**src/rtl/cpu_types_pkg.sv**
```systemverilog
// Shared CPU/memory types: RAM handshake state, data word, responder FSM states.
`timescale 1ns/1ps
package cpu_types_pkg;
    typedef logic [31:0] word_t;

    typedef enum logic [1:0] {
        FREE   = 2'd0,
        BUSY   = 2'd1,
        ACCESS = 2'd2,
        ERROR  = 2'd3
    } ramstate_t;

    typedef enum logic [1:0] {
        IDLE   = 2'd0,
        IACC   = 2'd1,
        DACC   = 2'd2,
        HALTED = 2'd3
    } resp_state_t;
endpackage

```
**src/rtl/resp_timeout_ctr.sv**
```systemverilog
// 8-bit saturating wait counter; expired flags the last permitted wait cycle.
`timescale 1ns/1ps
module resp_timeout_ctr #(
    parameter int LIMIT = 64
) (
    input  logic       CLK,
    input  logic       nRST,
    input  logic       clear,
    input  logic       inc,
    output logic [7:0] count,
    output logic       expired
);
    localparam int unsigned LIMIT_M1 = (LIMIT > 0) ? LIMIT - 1 : 0;

    always_ff @(posedge CLK or negedge nRST) begin
        if (!nRST)
            count <= '0;
        else if (clear)
            count <= '0;
        else if (inc && count != 8'hFF)
            count <= count + 8'd1;
    end

    // True while the current wait cycle is the one that reaches LIMIT.
    assign expired = (32'(count) >= LIMIT_M1);
endmodule

```
**src/rtl/dp_mem_responder.sv**
```systemverilog
// Arbitrates datapath instruction/data requests onto a single RAM port.
// Optional build macro HIT_COUNT_EN adds ihit_count/dhit_count outputs.
`timescale 1ns/1ps
module dp_mem_responder
    import cpu_types_pkg::*;
#(
    parameter int TIMEOUT = 64
) (
    input  logic        CLK,
    input  logic        nRST,
    input  logic        halt,
    input  logic        imemREN,
    input  word_t       imemaddr,
    input  logic        dmemREN,
    input  logic        dmemWEN,
    input  word_t       dmemaddr,
    input  word_t       dmemstore,
    output logic        ihit,
    output word_t       imemload,
    output logic        dhit,
    output word_t       dmemload,
    output logic        flushed,
    output logic        err,
    output logic        ramREN,
    output logic        ramWEN,
    output word_t       ramaddr,
    output word_t       ramstore,
    input  word_t       ramload,
    input  ramstate_t   ramstate
`ifdef HIT_COUNT_EN
    ,
    output logic [31:0] ihit_count,
    output logic [31:0] dhit_count
`endif
);
    // state  | meaning
    // IDLE   | no access in flight, RAM strobes low
    // IACC   | instruction fetch on the RAM port
    // DACC   | data load/store on the RAM port
    // HALTED | drained after halt, flushed high until reset

    resp_state_t state, next_state;
    logic        wait_cyc, set_err, ctr_clear, expired;
    logic [7:0]  wait_count;
    logic        dreq;

    assign dreq = dmemREN | dmemWEN;

    always_ff @(posedge CLK or negedge nRST) begin
        if (!nRST) begin
            state <= IDLE;
            err   <= 1'b0;
        end else begin
            state <= next_state;
            if (set_err)
                err <= 1'b1;
        end
    end

    always_comb begin
        next_state = state;
        ihit       = 1'b0;
        dhit       = 1'b0;
        ramREN     = 1'b0;
        ramWEN     = 1'b0;
        ramaddr    = '0;
        ramstore   = '0;
        wait_cyc   = 1'b0;
        set_err    = 1'b0;
        case (state)
            IDLE: begin
                if (halt)
                    next_state = HALTED;
                else if (dreq)
                    next_state = DACC;
                else if (imemREN)
                    next_state = IACC;
            end
            IACC: begin
                // A fetch is speculative, so halt abandons it outright.
                if (halt)
                    next_state = HALTED;
                else if (!imemREN)
                    next_state = IDLE;
                else begin
                    ramREN  = 1'b1;
                    ramaddr = imemaddr;
                    if (ramstate == ACCESS) begin
                        ihit       = 1'b1;
                        next_state = IDLE;
                    end else begin
                        wait_cyc = 1'b1;
                        if (expired) begin
                            set_err    = 1'b1;
                            next_state = IDLE;
                        end
                    end
                end
            end
            DACC: begin
                if (!dreq)
                    next_state = halt ? HALTED : IDLE;
                else begin
                    ramaddr  = dmemaddr;
                    ramstore = dmemstore;
                    ramWEN   = dmemWEN;
                    ramREN   = dmemREN & ~dmemWEN;
                    if (ramstate == ACCESS) begin
                        dhit       = 1'b1;
                        next_state = halt ? HALTED : IDLE;
                    end else begin
                        wait_cyc = 1'b1;
                        if (expired) begin
                            set_err    = 1'b1;
                            next_state = halt ? HALTED : IDLE;
                        end
                    end
                end
            end
            HALTED: next_state = HALTED;
            default: next_state = IDLE;
        endcase
    end

    assign ctr_clear = (state != next_state) || !(state == IACC || state == DACC);

    resp_timeout_ctr #(.LIMIT(TIMEOUT)) u_timeout_ctr (
        .CLK     (CLK),
        .nRST    (nRST),
        .clear   (ctr_clear),
        .inc     (wait_cyc),
        .count   (wait_count),
        .expired (expired)
    );

    assign flushed  = (state == HALTED);
    assign imemload = ramload;
    assign dmemload = ramload;

`ifdef HIT_COUNT_EN
    always_ff @(posedge CLK or negedge nRST) begin
        if (!nRST) begin
            ihit_count <= '0;
            dhit_count <= '0;
        end else begin
            if (ihit)
                ihit_count <= ihit_count + 32'd1;
            if (dhit)
                dhit_count <= dhit_count + 32'd1;
        end
    end
`endif
endmodule

```
**config.mk**
```make
export PLATFORM = sky130hd
export DESIGN_NAME = dp_mem_responder
export DESIGN_NICKNAME = d
export VERILOG_FILES = /design/src/rtl/cpu_types_pkg.sv /design/src/rtl/resp_timeout_ctr.sv /design/src/rtl/dp_mem_responder.sv
export SDC_FILE = /design/constraint.sdc
export NUM_CORES = 1
export LEC_CHECK = 0
export BUFFER_PORTS_ARGS = -buffer_cell sky130_fd_sc_hd__buf_2
export CORE_AREA = 3 3 104 106
export CTS_CLUSTER_SIZE = 40
export DETAILED_ROUTE_END_ITERATION = 8
export DIE_AREA = 0 0 107 109
export PLACE_DENSITY = 0.68
export SLEW_MARGIN = 15
export SYNTH_ARGS = -nofsm -noshare
export SYNTH_HDL_FRONTEND = slang
export SYNTH_SLANG_ARGS = --single-unit
```
**constraint.sdc**
```tcl
create_clock -name CLK -period 3.35 [get_ports CLK]
set_clock_uncertainty 0.15 [all_clocks]
set_input_delay 0.5025 -clock CLK [delete_from_list [all_inputs] [get_ports CLK]]
set_output_delay 0.5025 -clock CLK [all_outputs]
set_load 0.05 [all_outputs]
```
== After elaboration in Yosys (flattened, before gate mapping) ==
Cells that the tools add are included.
W data, S select, Z words.

* Multipliers: 0
* Reductions and logical operators: 6
* Eq/ne operators: 6
* Shift-type cells: 0
* Multiplexer cells: 43
* Divide/modulo/power cells: 0
* Bitwise gates (word level): 3
* Add/subtract/negate cells: 1
* $lt $le $gt $ge: 1

{| class="wikitable"
|+ Operators with widths
! kind !! number
|-
| $mux W32 || 5
|-
| $pmux W32 S2 || 1
|-
| $mux W2 || 11
|-
| $mux W1 || 20
|-
| $mux W8 || 2
|-
| $add A8 B1 Y8 const B || 1
|-
| $ge A8 B6 Y1 const B || 1
|-
| $ne A8 B8 Y1 const B || 1
|-
| $pmux W2 S4 || 1
|-
| $eq A2 B2 Y1 const B || 3
|-
| $pmux W1 S2 || 3
|-
| $eq A2 B1 Y1 const B || 1
|-
| $logic_not A2 Y1 || 1
|-
| $logic_or A1 B1 Y1 || 2
|-
| $ne A2 B2 Y1 || 1
|-
| $reduce_bool A2 Y1 || 1
|-
| $and A1 B1 Y1 || 1
|-
| $logic_and A1 B1 Y1 || 1
|-
| $logic_not A1 Y1 || 1
|-
| $not A1 Y1 || 1
|-
| $or A1 B1 Y1 || 1
|}

* Flip-flop bits (word level): 11
* Memories kept: 0
* Input bits: 136
* Output and inout port bits: 134
* Memory bits (writable): 0
* Bits in latches: 0
* ROM bits: 0
* Logic and storage cells: 63

== Longest topological paths before layout ==
* Depth after elaboration: 9
* Depth in mapped cells: 8
* Depth with buffers taken out: 8

== Hierarchy ==
A second synthesis with hierarchy kept.

* Cells, all modules: 264
* Area, all modules: 2018.2 µm²

{| class="wikitable"
|+ Modules (own cells, without submodules)
! module !! cells an instance !! sequential area each (µm²) !! area an instance (µm²) !! times used
|-
| dp_mem_responder || 218 || 75.1 || 1536.5 || 1
|-
| resp_timeout_ctr || 46 || 200.2 || 481.7 || 1
|}

== Worst setup path after synthesis ==
OpenSTA, ideal clock, no wires.

* Kind: register to output
* Start: register state[0]
* End: output port ramaddr[0]
* Cell stages (with the launch flop): 8
* Slack: 0.571 ns
* Required time: 2.697 ns
* Arrival: 2.126 ns
* Cell sequence: dfrtp_1 > inv_1 > ha_1 > inv_1 > nor2_1 > clkbuf_1 > a22oi_1 > nor2b_1

* Cells in the longest elaborated chain, start to end: 2
* Elaborated cells on any way between the ends: 3
* Classes of those cells: eq/ne (2); mux (1)

{| class="wikitable"
|+ RTL lines
! element !! line !! RTL
|-
| from (decl) || dp_mem_responder.sv:42 || <nowiki>resp_state_t state, next_state;</nowiki>
|-
| from (signal assigned) || dp_mem_responder.sv:54 || <nowiki>state <= next_state;</nowiki>
|-
| $eq A2 B2 Y1 / $eq A2 B1 Y1 (equally long branches) || dp_mem_responder.sv:70 || <nowiki>case (state)</nowiki>
|-
| $pmux W32 S2 (*) || dp_mem_responder.sv:70 ||
|-
| to (decl) || dp_mem_responder.sv:26 || <nowiki>output word_t ramaddr,</nowiki>
|}

Mark *: on every way between the ends. The rest lies on a longest branch, timed or not.

== Worst setup path after layout ==
* Start: register state[1]
* End: output port ramaddr[17]

The elaborated chain is that of the path after synthesis.

==> impl_metrics.xml <==
<?xml version="1.0" encoding="UTF-8"?>
<metrics>
  <group name="setup_path">
    <metric name="reg2reg_setup_slack" unit="ns">0.77</metric>
    <metric name="critical_path_class" unit="">reg -&gt; out</metric>
    <metric name="r2r_end" unit="">u_timeout_ctr.count[5]</metric>
    <metric name="max_stage_delay" unit="ns">0.46</metric>
    <metric name="worst-endpoint-required" unit="ns">2.70</metric>
    <metric name="worst_r2r_startpoint" unit="">state[0]</metric>
    <metric name="reg2reg_depth" unit="">9</metric>
    <metric name="crit_path_max_fanout" unit="">27</metric>
    <metric name="worst_path_arrival" unit="ns">2.20</metric>
    <metric name="critical_path.cell_chain" unit="">inv_1 &gt; ha_1 &gt; nand2_1 &gt; nor2_2 &gt; buf_12 &gt; a22oi_1 &gt; nor2b_1 &gt; buf_2</metric>
    <metric name="cp_num_buf_inv" unit="">3</metric>
    <metric name="crit_family" unit="">buffers and inverters</metric>
    <metric name="crit_path_end_kind" unit="">primary output</metric>
    <metric name="cp_slowest_cell" unit="">sky130_fd_sc_hd__dfrtp_1</metric>
    <metric name="start_kind" unit="">flip-flop</metric>
  </group>
  <group name="grt">
    <metric name="grt_first_pass_wirelength" unit="mm">10.8</metric>
    <metric name="first_global_vias" unit="">2212</metric>
    <metric name="grt_antenna_before_repair" unit="">1</metric>
    <metric name="global_route.overflow_total" unit="">0</metric>
    <metric name="track_usage" unit="%">11.3</metric>
    <metric name="largest_net_degree_at_the_start_of_global_routing" unit="">38</metric>
  </group>
  <group name="floorplan">
    <metric name="die_outline_area" unit="mm²">0.0117</metric>
    <metric name="num_rows" unit="">36</metric>
    <metric name="fp.dieH" unit="µm">109</metric>
    <metric name="start_util" unit="%">20.6</metric>
    <metric name="die_extent_in_x" unit="µm">107</metric>
    <metric name="num_io_pins" unit="">270</metric>
    <metric name="coreArea" unit="mm²">0.00986</metric>
  </group>
  <group name="detailed_routing">
    <metric name="dr_wl_met2" unit="mm">3.77</metric>
    <metric name="route.detailed.wl_per_inst" unit="µm">14.6</metric>
    <metric name="post-route-drc-count" unit="">0</metric>
    <metric name="detail_route.wirelength.met1" unit="mm">2.76</metric>
    <metric name="wirelength" unit="mm">7.44</metric>
    <metric name="vias_per_cell" unit="">4.63</metric>
    <metric name="detail-route-antenna-nets" unit="">0</metric>
    <metric name="routed-wl-met3" unit="µm">728</metric>
    <metric name="drt_iter0_drc" unit="">181</metric>
    <metric name="dr.pass1.iters" unit="">4</metric>
    <metric name="top_signal_layer_used" unit="">met5</metric>
    <metric name="vias" unit="">2355</metric>
  </group>
  <group name="place">
    <metric name="detailedPlacementHpwl" unit="mm">6.15</metric>
    <metric name="port_buffers" unit="">173</metric>
    <metric name="placed_cell_area" unit="mm²">0.00256</metric>
    <metric name="pre_cts_slack" unit="ns">0.754</metric>
    <metric name="gp_congestion" unit="">0.863</metric>
  </group>
  <group name="worst_hold_path">
    <metric name="worst_hold_path.endpoint" unit="">err</metric>
    <metric name="holdPathStages" unit="">1</metric>
    <metric name="hold_path.startpoint" unit="">err</metric>
    <metric name="worst_hold_path_type" unit="">reg -&gt; reg</metric>
  </group>
  <group name="sta">
    <metric name="final_setup_violating_endpoints" unit="">0</metric>
    <metric name="period_minus_slack" unit="ns">2.85</metric>
    <metric name="max_slew.worst_pin.slew" unit="ns">0.791</metric>
    <metric name="timing.final.crit_share" unit="%">85.2</metric>
    <metric name="hold_viol_final" unit="">0</metric>
    <metric name="fin_worst_hold_slack" unit="ns">0.326</metric>
    <metric name="fmaxAchievable" unit="MHz">350</metric>
    <metric name="final_max_slew_viol_count" unit="">0</metric>
    <metric name="setup_ws" unit="ns">0.496</metric>
    <metric name="setup_tns" unit="ns">0</metric>
    <metric name="grt_setup_unrepaired" unit="">false</metric>
    <metric name="worst_slew_margin_rel" unit="%">47.3</metric>
  </group>
  <group name="synthesis">
    <metric name="number_of_enable_flip_flop_cells_after_synthesis" unit="">0</metric>
    <metric name="yosys_register_bits" unit="">11</metric>
    <metric name="synth_cell_types" unit="">39</metric>
    <metric name="mappedNetlistArea" unit="mm²">0.00204</metric>
    <metric name="synth.avg_cell_area" unit="µm²">7.38</metric>
    <metric name="syn_inst" unit="">276</metric>
    <metric name="dominantRegCellSynth" unit="">sky130_fd_sc_hd__dfrtp_1</metric>
    <metric name="synth_warnings" unit="">0</metric>
    <metric name="synth_nets" unit="">417</metric>
    <metric name="seq_area_frac_synth" unit="%">13.5</metric>
    <metric name="async_set_or_reset_register_ratio_after_synthesis" unit="%">100</metric>
  </group>
  <group name="cts">
    <metric name="cts-resized-gates" unit="">0</metric>
    <metric name="post_cts_hold_buffer_count" unit="">1</metric>
    <metric name="tritoncts" unit="">yes</metric>
    <metric name="cts.clk_slew.worst_paths" unit="ns">0.05</metric>
    <metric name="clock_tree.root_cell" unit="">sky130_fd_sc_hd__clkbuf_8</metric>
    <metric name="cts.sinks" unit="">11</metric>
    <metric name="postCtsSetupRepairBufs" unit="">0</metric>
    <metric name="clkLatencyLatePin" unit="ns">0.24</metric>
    <metric name="cts-root-to-sink-buffers" unit="">2</metric>
    <metric name="clock_buffer_count_from_cts" unit="">3</metric>
    <metric name="max_h_tree_level" unit="">1</metric>
  </group>
  <group name="final_layout">
    <metric name="drive_above_1_share" unit="%">49.5</metric>
    <metric name="final_design_area_no_fill" unit="mm²">0.00262</metric>
    <metric name="synthToLayoutAreaGrowth" unit="%">28.6</metric>
    <metric name="most_common_library_cell_in_the_layout_ignoring_fill_and_taps" unit="">sky130_fd_sc_hd__buf_2</metric>
    <metric name="diodes" unit="">0</metric>
    <metric name="commonest_non_fill_non_tap_cells_in_the_layout" unit="">sky130_fd_sc_hd__buf_2, sky130_fd_sc_hd__nor2b_1, sky130_fd_sc_hd__a22oi_1, sky130_fd_sc_hd__and3_1, sky130_fd_sc_hd__nor3_1</metric>
    <metric name="final_net_count" unit="">518</metric>
  </group>
  <group name="run">
    <metric name="max_capacitance_violation_count" unit="">0</metric>
  </group>
  <group name="power">
    <metric name="vdd.ir_drop.worst" unit="mV">0.274</metric>
    <metric name="power" unit="W">0.00218</metric>
    <metric name="leakage_power" unit="nW">1.41</metric>
    <metric name="power.density" unit="mW/mm²">831</metric>
  </group>
  <group name="outcome">
    <metric name="run_status" unit="">finished clean</metric>
  </group>
</metrics>
synthesized netlist by cell type (2+ instances only):
library cell,number,area (µm²)
sky130_fd_sc_hd__o21a_1,2,15.0
sky130_fd_sc_hd__inv_1,5,18.8
sky130_fd_sc_hd__buf_4,64,480
sky130_fd_sc_hd__a22oi_1,32,240
sky130_fd_sc_hd__nand3_1,3,15.0
sky130_fd_sc_hd__nor2_1,7,26.3
sky130_fd_sc_hd__ha_1,5,62.6
sky130_fd_sc_hd__dfrtp_1,11,275
sky130_fd_sc_hd__buf_2,2,10.0
sky130_fd_sc_hd__and3_1,32,200
sky130_fd_sc_hd__o21ai_0,6,30.0
sky130_fd_sc_hd__clkbuf_1,16,60.1
sky130_fd_sc_hd__mux2i_1,3,30.0
sky130_fd_sc_hd__and2_1,2,12.5
sky130_fd_sc_hd__nor2b_1,34,213
sky130_fd_sc_hd__nand2_1,8,30.0
sky130_fd_sc_hd__nor3_1,14,70.1
sky130_fd_sc_hd__nor4_1,2,12.5
sky130_fd_sc_hd__xnor2_1,7,61.3
sky130_fd_sc_hd__o21ai_1,2,10.0
logic make-up (layout without fill, tap and decap cells):
kind of cell	Yosys count	after routing	share of synthesized area [%]
AO/OA/AOI/OAI	54	54	20.0
XOR/XNOR	7	7	3.01
adder cells (fa/ha/maj)	5	5	3.07
buffers and inverters	87	187	27.9
flip-flops	11	11	13.5
multiplexers	3	3	1.47
AND/OR/NAND/NOR	109	109	31.0
per-layer routing:
metal | track usage, % | vias up
li1 | - | 1109
met1 | 13.5 | 1074
met2 | 20.1 | 151
met3 | 2.84 | 19
met4 | 3.38 | 2
met5 | 0 | -
report_power, final:
group | total, W | internal (W) | leakage (nW) | switching, W
sequential | 0.000180 | 0.000151 | 0.145 | 0.0000289
combinational | 0.00187 | 0.000556 | 1.24 | 0.00131
clock | 0.000132 | 0.0000817 | 0.0255 | 0.0000499
final cells by class:
cell class                 count  area, µm²
tap                          133        166
inverter                       5       18.8
multi-input combinational    178       1190
clock inverter                 1       5.00
clock buffer                   3       41.3
sequential                    11        275
fill                        1074       7240
timing repair buffer         178        918
stage by stage:
| stage | utilization [%] | instances |
|---|---|---|
| floorplan | - | 276 |
| global placement | 26.0 | 504 |
| detailed placement | 26.0 | 504 |
| CTS | 26.6 | 509 |
| global route | 26.6 | 509 |
| finish | 26.6 | 509 |
worst max path at each step:
stage	start	endpoint	slack [ns]	depth (start not counted)
2_1_floorplan	state[0]	ramaddr[0]	0.57	7
3_3_place_gp	state[1]	ramaddr[17]	0.83	8
3_5_place_dp	state[1]	ramaddr[17]	0.75	8
4_1_cts	state[1]	ramaddr[17]	0.49	8
5_1_grt	state[1]	ramaddr[17]	0.31	4
6_report	state[1]	ramaddr[17]	0.50	8
worst register-to-register path, delay by kind of cell, from the launching register on:
family	cells	cell delay [ns]
AND/OR/NAND/NOR	3	0.61
buffers and inverters	3	0.60
flip-flops	1	0.43
AO/OA/AOI/OAI	1	0.30
adder cells (fa/ha/maj)	1	0.19
XOR/XNOR	1	0.16
state kept, by name (all words and copies together), names as in the netlist:
register / flops
err: 1
state: 2
u_timeout_ctr.count: 8
Power figures use the tool's default switching activity.
